**src/rtl/mult_div_unit.sv**
```systemverilog
// Iterative 32-cycle multiply/divide unit for HI/LO.
// Shift-add multiply, restoring divide, sign fixup in a final state.
module mult_div_unit #(
  parameter int WIDTH = 32
) (
  input  logic             clk,
  input  logic             reset,
  input  logic             start,
  input  logic [1:0]       op,
  input  logic [WIDTH-1:0] a,
  input  logic [WIDTH-1:0] b,
  output logic             busy,
  output logic             done,
  output logic [WIDTH-1:0] hi,
  output logic [WIDTH-1:0] lo,
  output logic             div_by_zero
);

  localparam int CW = $clog2(WIDTH);

  typedef enum logic [1:0] {
    IDLE,
    RUN,
    SIGN
  } state_e;

  state_e state_q, state_d;

  logic [CW-1:0]    cnt_q, cnt_d;
  logic [WIDTH-1:0] mc_q, mc_d;
  logic [WIDTH-1:0] p_hi_q, p_hi_d;
  logic [WIDTH-1:0] p_lo_q, p_lo_d;
  logic             is_div_q, is_div_d;
  logic             neg_q_q, neg_q_d;
  logic             neg_r_q, neg_r_d;
  logic             dz_q, dz_d;
  logic             busy_q, busy_d;
  logic             done_q, done_d;
  logic [WIDTH-1:0] hi_q, hi_d;
  logic [WIDTH-1:0] lo_q, lo_d;
  logic             dbz_q, dbz_d;

  logic             a_neg, b_neg;
  logic [WIDTH-1:0] a_mag, b_mag;
  logic [WIDTH:0]   sum;
  logic [WIDTH:0]   shifted;
  logic [WIDTH:0]   diff;
  logic [2*WIDTH-1:0] prod;
  logic [2*WIDTH-1:0] prod_neg;

  // Next-state, datapath iteration and result fixup
  always_comb begin
    state_d  = state_q;
    cnt_d    = cnt_q;
    mc_d     = mc_q;
    p_hi_d   = p_hi_q;
    p_lo_d   = p_lo_q;
    is_div_d = is_div_q;
    neg_q_d  = neg_q_q;
    neg_r_d  = neg_r_q;
    dz_d     = dz_q;
    done_d   = 1'b0;
    hi_d     = hi_q;
    lo_d     = lo_q;
    dbz_d    = dbz_q;

    a_neg = op[0] & a[WIDTH-1];
    b_neg = op[0] & b[WIDTH-1];
    a_mag = a_neg ? -a : a;
    b_mag = b_neg ? -b : b;

    sum = {1'b0, p_hi_q}
        + (p_lo_q[0] ? {1'b0, mc_q} : '0);
    shifted = {p_hi_q, p_lo_q[WIDTH-1]};
    diff = shifted - {1'b0, mc_q};

    prod = {p_hi_q, p_lo_q};
    prod_neg = -prod;

    unique case (state_q)
      IDLE: begin
        if (start) begin
          state_d  = RUN;
          cnt_d    = '0;
          mc_d     = b_mag;
          p_hi_d   = '0;
          p_lo_d   = a_mag;
          is_div_d = op[1];
          neg_q_d  = a_neg ^ b_neg;
          neg_r_d  = a_neg;
          dz_d     = op[1] & (b == '0);
        end
      end
      RUN: begin
        cnt_d = cnt_q + 1'b1;
        if (is_div_q) begin
          if (!diff[WIDTH]) begin
            p_hi_d = diff[WIDTH-1:0];
            p_lo_d = {p_lo_q[WIDTH-2:0], 1'b1};
          end else begin
            p_hi_d = shifted[WIDTH-1:0];
            p_lo_d = {p_lo_q[WIDTH-2:0], 1'b0};
          end
        end else begin
          p_hi_d = sum[WIDTH:1];
          p_lo_d = {sum[0], p_lo_q[WIDTH-1:1]};
        end
        if (cnt_q == CW'(WIDTH-1)) begin
          state_d = SIGN;
        end
      end
      SIGN: begin
        state_d = IDLE;
        done_d  = 1'b1;
        dbz_d   = dz_q;
        if (is_div_q) begin
          if (dz_q) begin
            lo_d = '1;
          end else begin
            lo_d = neg_q_q ? -p_lo_q : p_lo_q;
          end
          hi_d = neg_r_q ? -p_hi_q : p_hi_q;
        end else begin
          {hi_d, lo_d} = neg_q_q ? prod_neg : prod;
        end
      end
      default: begin
        state_d = IDLE;
      end
    endcase

    busy_d = (state_d != IDLE);
  end

  // State and output registers with synchronous active-low reset
  always_ff @(posedge clk) begin
    if (!reset) begin
      state_q  <= IDLE;
      cnt_q    <= '0;
      mc_q     <= '0;
      p_hi_q   <= '0;
      p_lo_q   <= '0;
      is_div_q <= 1'b0;
      neg_q_q  <= 1'b0;
      neg_r_q  <= 1'b0;
      dz_q     <= 1'b0;
      busy_q   <= 1'b0;
      done_q   <= 1'b0;
      hi_q     <= '0;
      lo_q     <= '0;
      dbz_q    <= 1'b0;
    end else begin
      state_q  <= state_d;
      cnt_q    <= cnt_d;
      mc_q     <= mc_d;
      p_hi_q   <= p_hi_d;
      p_lo_q   <= p_lo_d;
      is_div_q <= is_div_d;
      neg_q_q  <= neg_q_d;
      neg_r_q  <= neg_r_d;
      dz_q     <= dz_d;
      busy_q   <= busy_d;
      done_q   <= done_d;
      hi_q     <= hi_d;
      lo_q     <= lo_d;
      dbz_q    <= dbz_d;
    end
  end

  assign busy        = busy_q;
  assign done        = done_q;
  assign hi          = hi_q;
  assign lo          = lo_q;
  assign div_by_zero = dbz_q;

endmodule
```
**config.mk**
```make
export PLATFORM = sky130hd
export DESIGN_NAME = mult_div_unit
export DESIGN_NICKNAME = d
export VERILOG_FILES = /design/src/rtl/mult_div_unit.sv
export SDC_FILE = /design/constraint.sdc
export NUM_CORES = 1
export LEC_CHECK = 0
export ABC_AREA = 1
export BUFFER_PORTS_ARGS = -buffer_cell sky130_fd_sc_hd__buf_2
export CAP_MARGIN = 20
export CORE_MARGIN = 2
export CORE_UTILIZATION = 41
export DETAILED_ROUTE_END_ITERATION = 10
export HOLD_SLACK_MARGIN = 0.1
export SYNTH_ARGS = -nofsm -noshare
export SYNTH_HDL_FRONTEND = slang
export SYNTH_SLANG_ARGS = --single-unit
```
**constraint.sdc**
```tcl
create_clock -name clk -period 2.9 [get_ports clk]
set_clock_uncertainty 0.1 [all_clocks]
set_input_delay 0.87 -clock clk [delete_from_list [all_inputs] [get_ports clk]]
set_output_delay 0.87 -clock clk [all_outputs]
set_load 0.1 [all_outputs]
```
==> results, run 1 <==
- The worst-case headroom to the max-slew limit is 55.3%.
- Among cell families on the critical path, the largest total delay comes from simple AND/OR/NAND/NOR gates.
- Relative to the synthesized area, the layout overhead comes to 16.7%.
- The total leakage power is 0.0105 uW.
- The Yosys step of the flow raised 0 warnings.
- Together, buffers and inverters on the worst path number 5.
- The count of max-cap constraint violations is 0.
- For this design the top-level I/O count stands at around 140.
- The min-delay analysis places its worst path in the category reg -> reg.
- At the later pin of the worst-skew pair, clock insertion delay measures 500 ps.
- TritonCTS built the clock tree.
- The routed layout has 20,400 vias.
- For flop-to-flop paths, the worst setup slack is 140 ps.
- The cell at the slowest stage of the critical path is sky130_fd_sc_hd__dfxtp_1.
- The first global-routing pass estimated 112,000 um of wire.
- In this run, CTS created clock tree buffers numbering 17.
- The endpoint identified for the worst register-to-register timing path is p_hi_q[26]$_SDFFE_PN0P_.
- The count of unresolved DRC violations after routing is 0.
- The placed instances occupy a cell area of between 0.015 and 0.02 mm^2.
- Counting every net in the synthesized netlist gives 3,218.
- The clock input transition at the sequential cells of the worst setup and hold paths is about 70 ps.
- STA puts the critical path data arrival time at around 3000 ps.
- The worst setup path is launched from a flop.
- Cells with a size suffix above 1 make up 11.4% of the layout.
- In this run the horizontal extent of the chip is 207 um.
- The total standard cell area after synthesis is 0.0169 mm^2.
- The final critical path takes up a little over nine tenths of the cycle.
- The sequential area share after synthesis is between 20% and 30%.
- Setup violations remaining at the end of the flow were counted as 0.
- The number of antenna violations at the first check in global routing is 1.
- The most numerous cell type found on the critical path is sky130_fd_sc_hd__nand2_1.
- For the worst flop-to-flop path, the logic depth is 18.
- The actual transition at the worst max-transition pin is 669 ps.
- The die covers 0.0429 mm^2.
- After routing the design area is 0.0198 mm^2.
- The count of endpoints failing hold in the final timing report was 0.
- Entering global routing, the biggest net connects about 110 pins.
- The cell count after synthesis is 3,077.
- The initial standard-cell utilization of the core is 41.5%.
- The H-tree was split into 4 levels.
- The design draws 8210 uW.
- The maximum clock rate is roughly 360 MHz.
- The remaining antenna violation count after routing is 0.
- The run finished with clean final reports.
- The startpoint-to-endpoint class of the critical path is reg -> reg.
- In the synthesized netlist the async set-or-reset flop fraction comes to 0%.
- The launch point of the worst hold path is cnt_q[3]$_SDFFE_PN0P_.
- At the end of routability-driven placement, the weighted congestion stood at 1.03.
- In this run the power density over the cells is 415 mW/mm^2.
- The root cell of the clock tree is sky130_fd_sc_hd__clkbuf_16.
- The dominant register cell in the synthesized netlist is sky130_fd_sc_hd__dfxtp_1.
- The area of the placeable core is 0.0408 mm^2.
- Setup repair after global routing could not meet its margin everywhere.
- The total global-route track usage is 33.8%.
- The type of element capturing the critical path is a flop.
- The count of buffers from port buffering is roughly 140.
- The via count of the first global-routing pass was 18,700.
- Of all nets on the critical path, the largest fanout is 3.
- The cell depth of the worst hold path is 2.
- The maximum vdd ir drop is 511 uV.
- The final critical path time including I/O delays and setup is between 2000 and 3000 ps.
- The average detailed-routed wire length per instance is 19.4 um.
- The die is 207 um tall.
- The number of distinct library cells after synthesis is between 40 and 50.
- Global routing finished with a remaining overflow of 0.
- In this design, the stage delay of the slowest critical-path cell is 490 ps.
- STA puts the critical path data required time at roughly 3200 ps.
- Traced cell by cell, the critical path runs through buf_4 -> nand2_1 -> inv_1 -> ha_1 -> buf_4 -> nand2_1 -> inv_1 -> nand2_1 -> nand2_1 -> a21oi_1 -> nor2_1 -> nor2_1 -> nand3_1 -> nand3_1 -> nand2_1 -> inv_1 -> nand2_1 -> a21oi_1.
- The pre-antenna-repair detailed-routing pass consisted of 6 iterations.
- The worst hold path terminates at cnt_q[3]$_SDFFE_PN0P_.
- The sink count of the clock tree is about 170.
- At the end of the flow, the number of nets in the layout was between 3,000 and 4,000.
- In the routed layout, each cell is associated on average with a via count of 5.35.
- The average size of a mapped cell is 5.50 um^2.
- After legalization and detailed placement, the total HPWL measured 60,000 um.
- The clock passes through at most 2 buffers.
- The post-cts hold buffer count is 0.
- The number of DRC markers after the initial detailed-route iteration is 2,058.
- The number of enable-type register cells in the synthesized netlist is 0.
- The synthesized flop and latch total is 174.
- The final routed wirelength across all metal layers is 74,100 um.
- The worst reg2reg path startpoint is mc_q[17]$_SDFFE_PN0P_.
- The standard-cell row count is 74.
- The max-slew violation count came to 0.
[what timing repair did]
action | in CTS | in global routing
pin swaps | 0 | 1
endpoints found under the setup margin | 1 | 33
gates resized for setup | 1 | 35
cloned | 0 | 0
buffers inserted | 0 | 3
[placed cells by master (no fill, tap or decap), types with 3 or more instances in the layout]
| cell | n |
|---|---|
| sky130_fd_sc_hd__dfxtp_2 | 13 |
| sky130_fd_sc_hd__xnor2_1 | 17 |
| sky130_fd_sc_hd__a21oi_1 | 220 |
| sky130_fd_sc_hd__nor3_1 | 31 |
| sky130_fd_sc_hd__a21oi_2 | 5 |
| sky130_fd_sc_hd__o21bai_1 | 9 |
| sky130_fd_sc_hd__clkbuf_16 | 17 |
| sky130_fd_sc_hd__dfxtp_1 | 160 |
| sky130_fd_sc_hd__inv_1 | 506 |
| sky130_fd_sc_hd__a31oi_1 | 38 |
| sky130_fd_sc_hd__nor2_1 | 301 |
| sky130_fd_sc_hd__o2111ai_1 | 3 |
| sky130_fd_sc_hd__nand3_1 | 232 |
| sky130_fd_sc_hd__nand3b_1 | 18 |
| sky130_fd_sc_hd__nand2_1 | 926 |
| sky130_fd_sc_hd__clkinv_4 | 4 |
| sky130_fd_sc_hd__nor3_2 | 6 |
| sky130_fd_sc_hd__ha_1 | 66 |
| sky130_fd_sc_hd__o21ai_0 | 234 |
| sky130_fd_sc_hd__nor2_2 | 8 |
| sky130_fd_sc_hd__buf_4 | 134 |
| sky130_fd_sc_hd__nor2_4 | 4 |
| sky130_fd_sc_hd__o31ai_1 | 5 |
| sky130_fd_sc_hd__o221ai_1 | 4 |
| sky130_fd_sc_hd__nand3_2 | 5 |
| sky130_fd_sc_hd__nand2_2 | 5 |
| sky130_fd_sc_hd__or2_2 | 5 |
| sky130_fd_sc_hd__buf_12 | 9 |
| sky130_fd_sc_hd__and2_1 | 7 |
| sky130_fd_sc_hd__nand4_1 | 36 |
| sky130_fd_sc_hd__nor4_1 | 4 |
| sky130_fd_sc_hd__a21o_1 | 3 |
| sky130_fd_sc_hd__xor2_1 | 53 |
| sky130_fd_sc_hd__buf_2 | 135 |
| sky130_fd_sc_hd__o211ai_1 | 14 |
| sky130_fd_sc_hd__a21boi_0 | 5 |
[layout make-up]
type                       instances  area, um^2
multi-input combinational       2284       11200
clock buffer                      20         457
inverter                         510        1910
timing repair buffer             280        1890
fill                            4537       21100
clock inverter                    11         135
tap                              532         666
sequential                       174        3500
antenna                            1        2.50
[state kept, by name (all words and copies together), names as in the netlist]
register and flops:
p_lo_q 32, busy 1, done 1, neg_r_q 1
lo 32, hi 32, dz_q 1, div_by_zero 1
state_q 2, p_hi_q 32, mc_q 32, is_div_q 1
cnt_q 5, neg_q_q 1
[cell usage after synthesis, types with 2 or more instances]
| library cell | n | area share, % |
|---|---|---|
| sky130_fd_sc_hd__buf_2 | 11 | 0.33 |
| sky130_fd_sc_hd__clkbuf_1 | 78 | 1.7 |
| sky130_fd_sc_hd__o211ai_1 | 14 | 0.62 |
| sky130_fd_sc_hd__o221ai_1 | 4 | 0.21 |
| sky130_fd_sc_hd__a21boi_0 | 5 | 0.22 |
| sky130_fd_sc_hd__dfxtp_1 | 174 | 21 |
| sky130_fd_sc_hd__buf_1 | 17 | 0.38 |
| sky130_fd_sc_hd__o21ai_1 | 2 | 0.059 |
| sky130_fd_sc_hd__and2_1 | 7 | 0.26 |
| sky130_fd_sc_hd__o21ai_0 | 234 | 6.9 |
| sky130_fd_sc_hd__ha_1 | 70 | 5.2 |
| sky130_fd_sc_hd__a21o_1 | 3 | 0.13 |
| sky130_fd_sc_hd__o31ai_1 | 5 | 0.22 |
| sky130_fd_sc_hd__nand2_2 | 3 | 0.11 |
| sky130_fd_sc_hd__inv_2 | 2 | 0.044 |
| sky130_fd_sc_hd__a221oi_1 | 2 | 0.10 |
| sky130_fd_sc_hd__nor3_2 | 5 | 0.30 |
| sky130_fd_sc_hd__inv_1 | 506 | 11 |
| sky130_fd_sc_hd__nand3b_1 | 18 | 0.80 |
| sky130_fd_sc_hd__xnor2_1 | 17 | 0.88 |
| sky130_fd_sc_hd__nor4_1 | 4 | 0.15 |
| sky130_fd_sc_hd__a21oi_1 | 224 | 6.6 |
| sky130_fd_sc_hd__or2_2 | 5 | 0.18 |
| sky130_fd_sc_hd__nor2_1 | 307 | 6.8 |
| sky130_fd_sc_hd__nand2_1 | 929 | 21 |
| sky130_fd_sc_hd__nor2_2 | 5 | 0.18 |
| sky130_fd_sc_hd__o21a_1 | 2 | 0.089 |
| sky130_fd_sc_hd__xor2_1 | 53 | 2.7 |
| sky130_fd_sc_hd__buf_6 | 3 | 0.20 |
| sky130_fd_sc_hd__nand3_2 | 3 | 0.18 |
| sky130_fd_sc_hd__nor3_1 | 32 | 0.95 |
| sky130_fd_sc_hd__fa_1 | 2 | 0.24 |
| sky130_fd_sc_hd__o21bai_1 | 9 | 0.40 |
| sky130_fd_sc_hd__clkinv_1 | 2 | 0.044 |
| sky130_fd_sc_hd__nand4_1 | 36 | 1.3 |
| sky130_fd_sc_hd__o2111ai_1 | 3 | 0.16 |
| sky130_fd_sc_hd__nand3_1 | 234 | 6.9 |
| sky130_fd_sc_hd__a31oi_1 | 38 | 1.4 |
[metrics by stage]
stage | hold WS, ps | TNS, ps | utilization [%] | instances | worst slack [ps]
6_report | 370 | 0 | 48.4 | 3812 | 144
5_1_grt | 385 | -50.0 | 48.4 | 3811 | -45.0
4_1_cts | 370 | 0 | 48.1 | 3808 | 18.8
3_5_place_dp | 359 | -207 | 46.6 | 3777 | -175
3_3_place_gp | 354 | -187 | 46.6 | 3777 | -117
2_1_floorplan | 321 | 0 | - | 3077 | 477
[worst register-to-register path: stages (launching register included)]
cell and delay (ps):
sky130_fd_sc_hd__dfxtp_1 490, sky130_fd_sc_hd__buf_4 180, sky130_fd_sc_hd__nand2_1 50, sky130_fd_sc_hd__inv_1 80, sky130_fd_sc_hd__ha_1 260, sky130_fd_sc_hd__buf_4 170
sky130_fd_sc_hd__nand2_1 130, sky130_fd_sc_hd__inv_1 50, sky130_fd_sc_hd__nand2_1 60, sky130_fd_sc_hd__nand2_1 90, sky130_fd_sc_hd__a21oi_1 260, sky130_fd_sc_hd__nor2_1 70
sky130_fd_sc_hd__nor2_1 120, sky130_fd_sc_hd__nand3_1 90, sky130_fd_sc_hd__nand3_1 90, sky130_fd_sc_hd__nand2_1 50, sky130_fd_sc_hd__inv_1 170, sky130_fd_sc_hd__nand2_1 80
sky130_fd_sc_hd__a21oi_1 110
[layer usage]
layer | global-route usage [%] | wire (um) | vias to the layer above
li1 | - | - | 10200
met1 | 47.8 | 34100 | 9374
met2 | 51.4 | 31400 | 766
met3 | 6.79 | 6220 | 103
met4 | 11.2 | 2300 | 0
met5 | 0 | 0 | -
[where the power goes]
part	total, uW	internal (uW)	leakage (uW)	switching, uW
combinational	3070	997	0.00879	2070
clock	2430	1320	0.000290	1110
sequential	2720	2510	0.00142	209
[worst max-delay path by stage]
stage	to	startpoint	cells after the start
finish	p_hi_q[26]$_SDFFE_PN0P_	mc_q[17]$_SDFFE_PN0P_	18
global route	p_hi_q[26]$_SDFFE_PN0P_	mc_q[17]$_SDFFE_PN0P_	18
CTS	p_hi_q[27]$_SDFFE_PN0P_	p_lo_q[0]$_SDFFE_PN0P_	15
detailed placement	mc_q[25]$_SDFFE_PN0P_	b[0]	11
global placement	mc_q[25]$_SDFFE_PN0P_	b[0]	11
floorplan	mc_q[28]$_SDFFE_PN0P_	b[0]	12
[cells by family (layout without fill, tap and decap cells)]
group / count (synthesis) / in the layout / share of synthesized area [%]
AND/OR/NAND/NOR: 1593 / 1593 / 39.1
flip-flops: 174 / 174 / 20.6
AO/OA/AOI/OAI: 549 / 549 / 17.4
XOR/XNOR: 70 / 70 / 3.62
adder cells (fa/ha/maj): 72 / 72 / 5.41
other: 0 / 1 / 0
buffers and inverters: 619 / 821 / 13.9
Note: power is estimated with default switching activity, not from simulation.
==> run 2, diff against run 1 <==
--- a/config.mk
+++ b/config.mk
@@ -8,6 +8,7 @@
 export ABC_AREA = 1
 export BUFFER_PORTS_ARGS = -buffer_cell sky130_fd_sc_hd__buf_2
 export CAP_MARGIN = 20
+export CORE_ASPECT_RATIO = 1.1
 export CORE_MARGIN = 2
 export CORE_UTILIZATION = 41
 export DETAILED_ROUTE_END_ITERATION = 10
==> run 2 against run 1 <==
Compared with the run above:
- critical path depth unchanged
- routed wire length down 1.1%
- global-route usage grew 0.27 points
- worst setup slack worse by 42 ps
- combinational power barely moved
- via count shrank 0.34%
- clock power about the same
- die area about the same
- non-clock buffer count down 20
- clock-buffer cell count stayed put
- final cell count fell by 0.84%
- hold slack about the same
==> results, run 2 (same netlist as run 1, synthesis figures left out) <==
- After detailed routing, the number of remaining DRC violations is 0.
- In this run the worst hold path is classified as reg -> reg.
- The average detailed-routed wire length per instance is ~19 um.
- The setup violation total in the final timing report is 0.
- The flow ran to the end, and the final reports show no timing, DRC or antenna violations.
- The sink count of the clock tree is 174.
- The initial standard-cell utilization of the core is 41.3%.
- The number of antenna violations at the first check in global routing is 0.
- The first global-routing pass estimated 111,000 um of wire.
- The total inserted antenna cells is 0.
- The first detailed-routing pass ran for 6 iterations.
- The number of placed instances, taps included, is 3,747.
- In this run the vertical extent of the chip is 217 um.
- Of the total power, combinational logic draws 37.3%.
- The areal power density over the cells is 418 mW/mm^2.
- The worst setup path is of the reg -> reg kind.
- The cell-internal power is 4770 uW.
- In this run the worst path has a maximum fanout of 20.
- The cell at the slowest stage of the critical path is sky130_fd_sc_hd__fa_2.
- The peak per-stage delay on the critical path is 390 ps.
- The number of standard cells in the layout, taps in and fillers out is 3,780.
- The most numerous cell type found on the critical path is sky130_fd_sc_hd__nand2_1.
- The tree is rooted in a sky130_fd_sc_hd__clkbuf_16.
- The kind of launch point of the worst setup path is a flop.
- The total leakage power is 0.0104 uW.
- The most frequent standard cell in the layout excluding fill and tap cells is sky130_fd_sc_hd__nand2_1.
- The area of the placeable core is 0.0410 mm^2.
- Across the VDD grid, the largest voltage drop is 442 uV.
- In this run the remaining antenna-violating nets after routing total 0.
- The clock network power share is 29.7%.
- The count of buffers added on input and output ports is 135.
- The clock tree from TritonCTS is done.
- At the later pin of the worst-skew pair, clock insertion delay measures 480 ps.
- The final critical path time including I/O delays and setup is 2800 ps.
- The count of endpoints failing hold in the final timing report is 0.
- In this run the core area contains a little under 80 standard-cell rows.
- In the finished design, the share of the clock period the worst path needs comes to between 90% and 100%.
- In the final layout, the share of cells above drive strength 1 is between 10 and 15%.
- After clock tree synthesis, the flow added hold-fix buffers numbering 0.
- Max-cap violations in this run came to 0.
- The total vias in the final route is 20,300.
- Data on the critical path is required at its endpoint by 3170 ps.
- In this run the power spent charging and discharging nets is 3420 uW.
- The via count of the first global-routing pass is about 19,000.
- The area growth from synthesis to layout is 15.8%.
- At the end of routability-driven placement, the weighted congestion stood at between 1 and 1.5.
- The type of element capturing the critical path is a flop.
- Post-CTS timing repair inserted 0 buffers for setup.
- The area of the die is roughly 0.043 mm^2.
- For this block, the initial DRC count from the detailed router was 1,831.
- The worst-case register-to-register setup slack is 100 ps.
- The part of the power in registers is 33.1%.
- After global routing the overflow that remains totals 0.
- Net switching is 41.8% of the power.
- The number of buffers inserted during clock tree synthesis is 17.
- In this run, post-CTS repair resized a total of 0 instances.
- Setup repair after global routing could not meet its margin everywhere.
- The number of I/O pins is about 140.
- The final layout net count is 3,388.
- Clock-pin slew was measured on the worst setup and hold paths at 90 ps.
- The detailed-placement wirelength estimate is 59,300 um.
- The buffer depth of the longest clock path is 2.
- The H-tree depth reported by CTS is 4.
- Dividing the detail-routed via count by the number of cells gives 5.38.
- The actual transition at the worst max-transition pin is ~840 ps.
- The critical path goes through buf_4 -> ha_1 -> fa_2 -> inv_1 -> nand2_1 -> nand2_1 -> nand3_1 -> nand2_2 -> nand2_1 -> nand2_1 -> nand2_1 -> nand3_2 -> buf_12 -> nand3_1 -> nand2_1 -> nand2_2 -> nand2_1 -> a21oi_1.
- Summed over all layers, the routed wires come to roughly 73,000 um.
- The max-slew violation count is 0.
- The final total negative setup slack is 0 ps.
- The pin count of the biggest net entering global routing is 111.
- The total global-route track usage is 34.1%.
- In the layout the commonest cells are 927 x sky130_fd_sc_hd__nand2_1, 505 x sky130_fd_sc_hd__inv_1, 303 x sky130_fd_sc_hd__nor2_1, 234 x sky130_fd_sc_hd__o21ai_0, 233 x sky130_fd_sc_hd__nand3_1.
- Data arrives at the worst endpoint at 3070 ps.
- The maximum clock rate is 357 MHz.
- The horizontal extent of the die is 198 um.
- The worst-case headroom to the max-slew limit is a little over two fifths.
## run 2: routing by layer
layer	up-vias	wire [um]	global-route usage, %
li1	10100	-	-
met1	9289	32700	46.8
met2	791	31900	52.9
met3	134	5430	5.13
met4	0	3140	15.2
met5	-	0	0
## run 2: worst paths after layout
kind                                             from                      end  depth (start not counted)
worst max-delay path             mc_q[0]$_SDFFE_PN0P_  p_hi_q[31]$_SDFFE_PN0P_                         18
worst min-delay path            cnt_q[4]$_SDFFE_PN0P_    cnt_q[4]$_SDFFE_PN0P_                          2
worst max register to register   mc_q[0]$_SDFFE_PN0P_  p_hi_q[31]$_SDFFE_PN0P_                         18
worst min register to register  cnt_q[4]$_SDFFE_PN0P_    cnt_q[4]$_SDFFE_PN0P_                          2
## run 2: critical path, delay by kind of cell (launching register included)
kind,cells,cell delay (ps)
buf+inv,3,400
compound gates,1,60
simple gates,12,1130
fa+ha+maj,2,630
flops,1,330
## run 2: area by class of cell
cell class / count / area [um^2]
inverters: 510 / 1910
well taps: 520 / 651
flip-flops and latches: 174 / 3500
fillers: 4598 / 21400
clock inverters: 12 / 125
repair buffers: 260 / 1760
multi-input cells: 2284 / 11200
clock buffers: 20 / 467
## run 2: power groups by stage
| stage | logic, uW | registers [uW] | clock network (uW) |
|---|---|---|---|
| 3_3_place_gp | 2960 | 2750 | 0 |
| 3_5_place_dp | 2960 | 2750 | 0 |
| 6_report | 3060 | 2710 | 2430 |
| 2_1_floorplan | 1930 | 2660 | 0 |
| 4_1_cts | 2980 | 2690 | 2470 |
| 5_1_grt | 3370 | 2720 | 2550 |
## run 2: per-stage QoR
stage	power, uW	utilization (%)	instance area [um^2]	worst slack [ps]	hold slack [ps]
after floorplan	4590	-	16900	477	321
after global placement	5700	46.1	18900	41.6	352
after global routing	8640	47.8	19600	-4.91	392
after detailed placement	5710	46.1	18900	32.1	359
after CTS	8140	47.5	19500	43.3	369
final	8200	47.8	19600	102	370
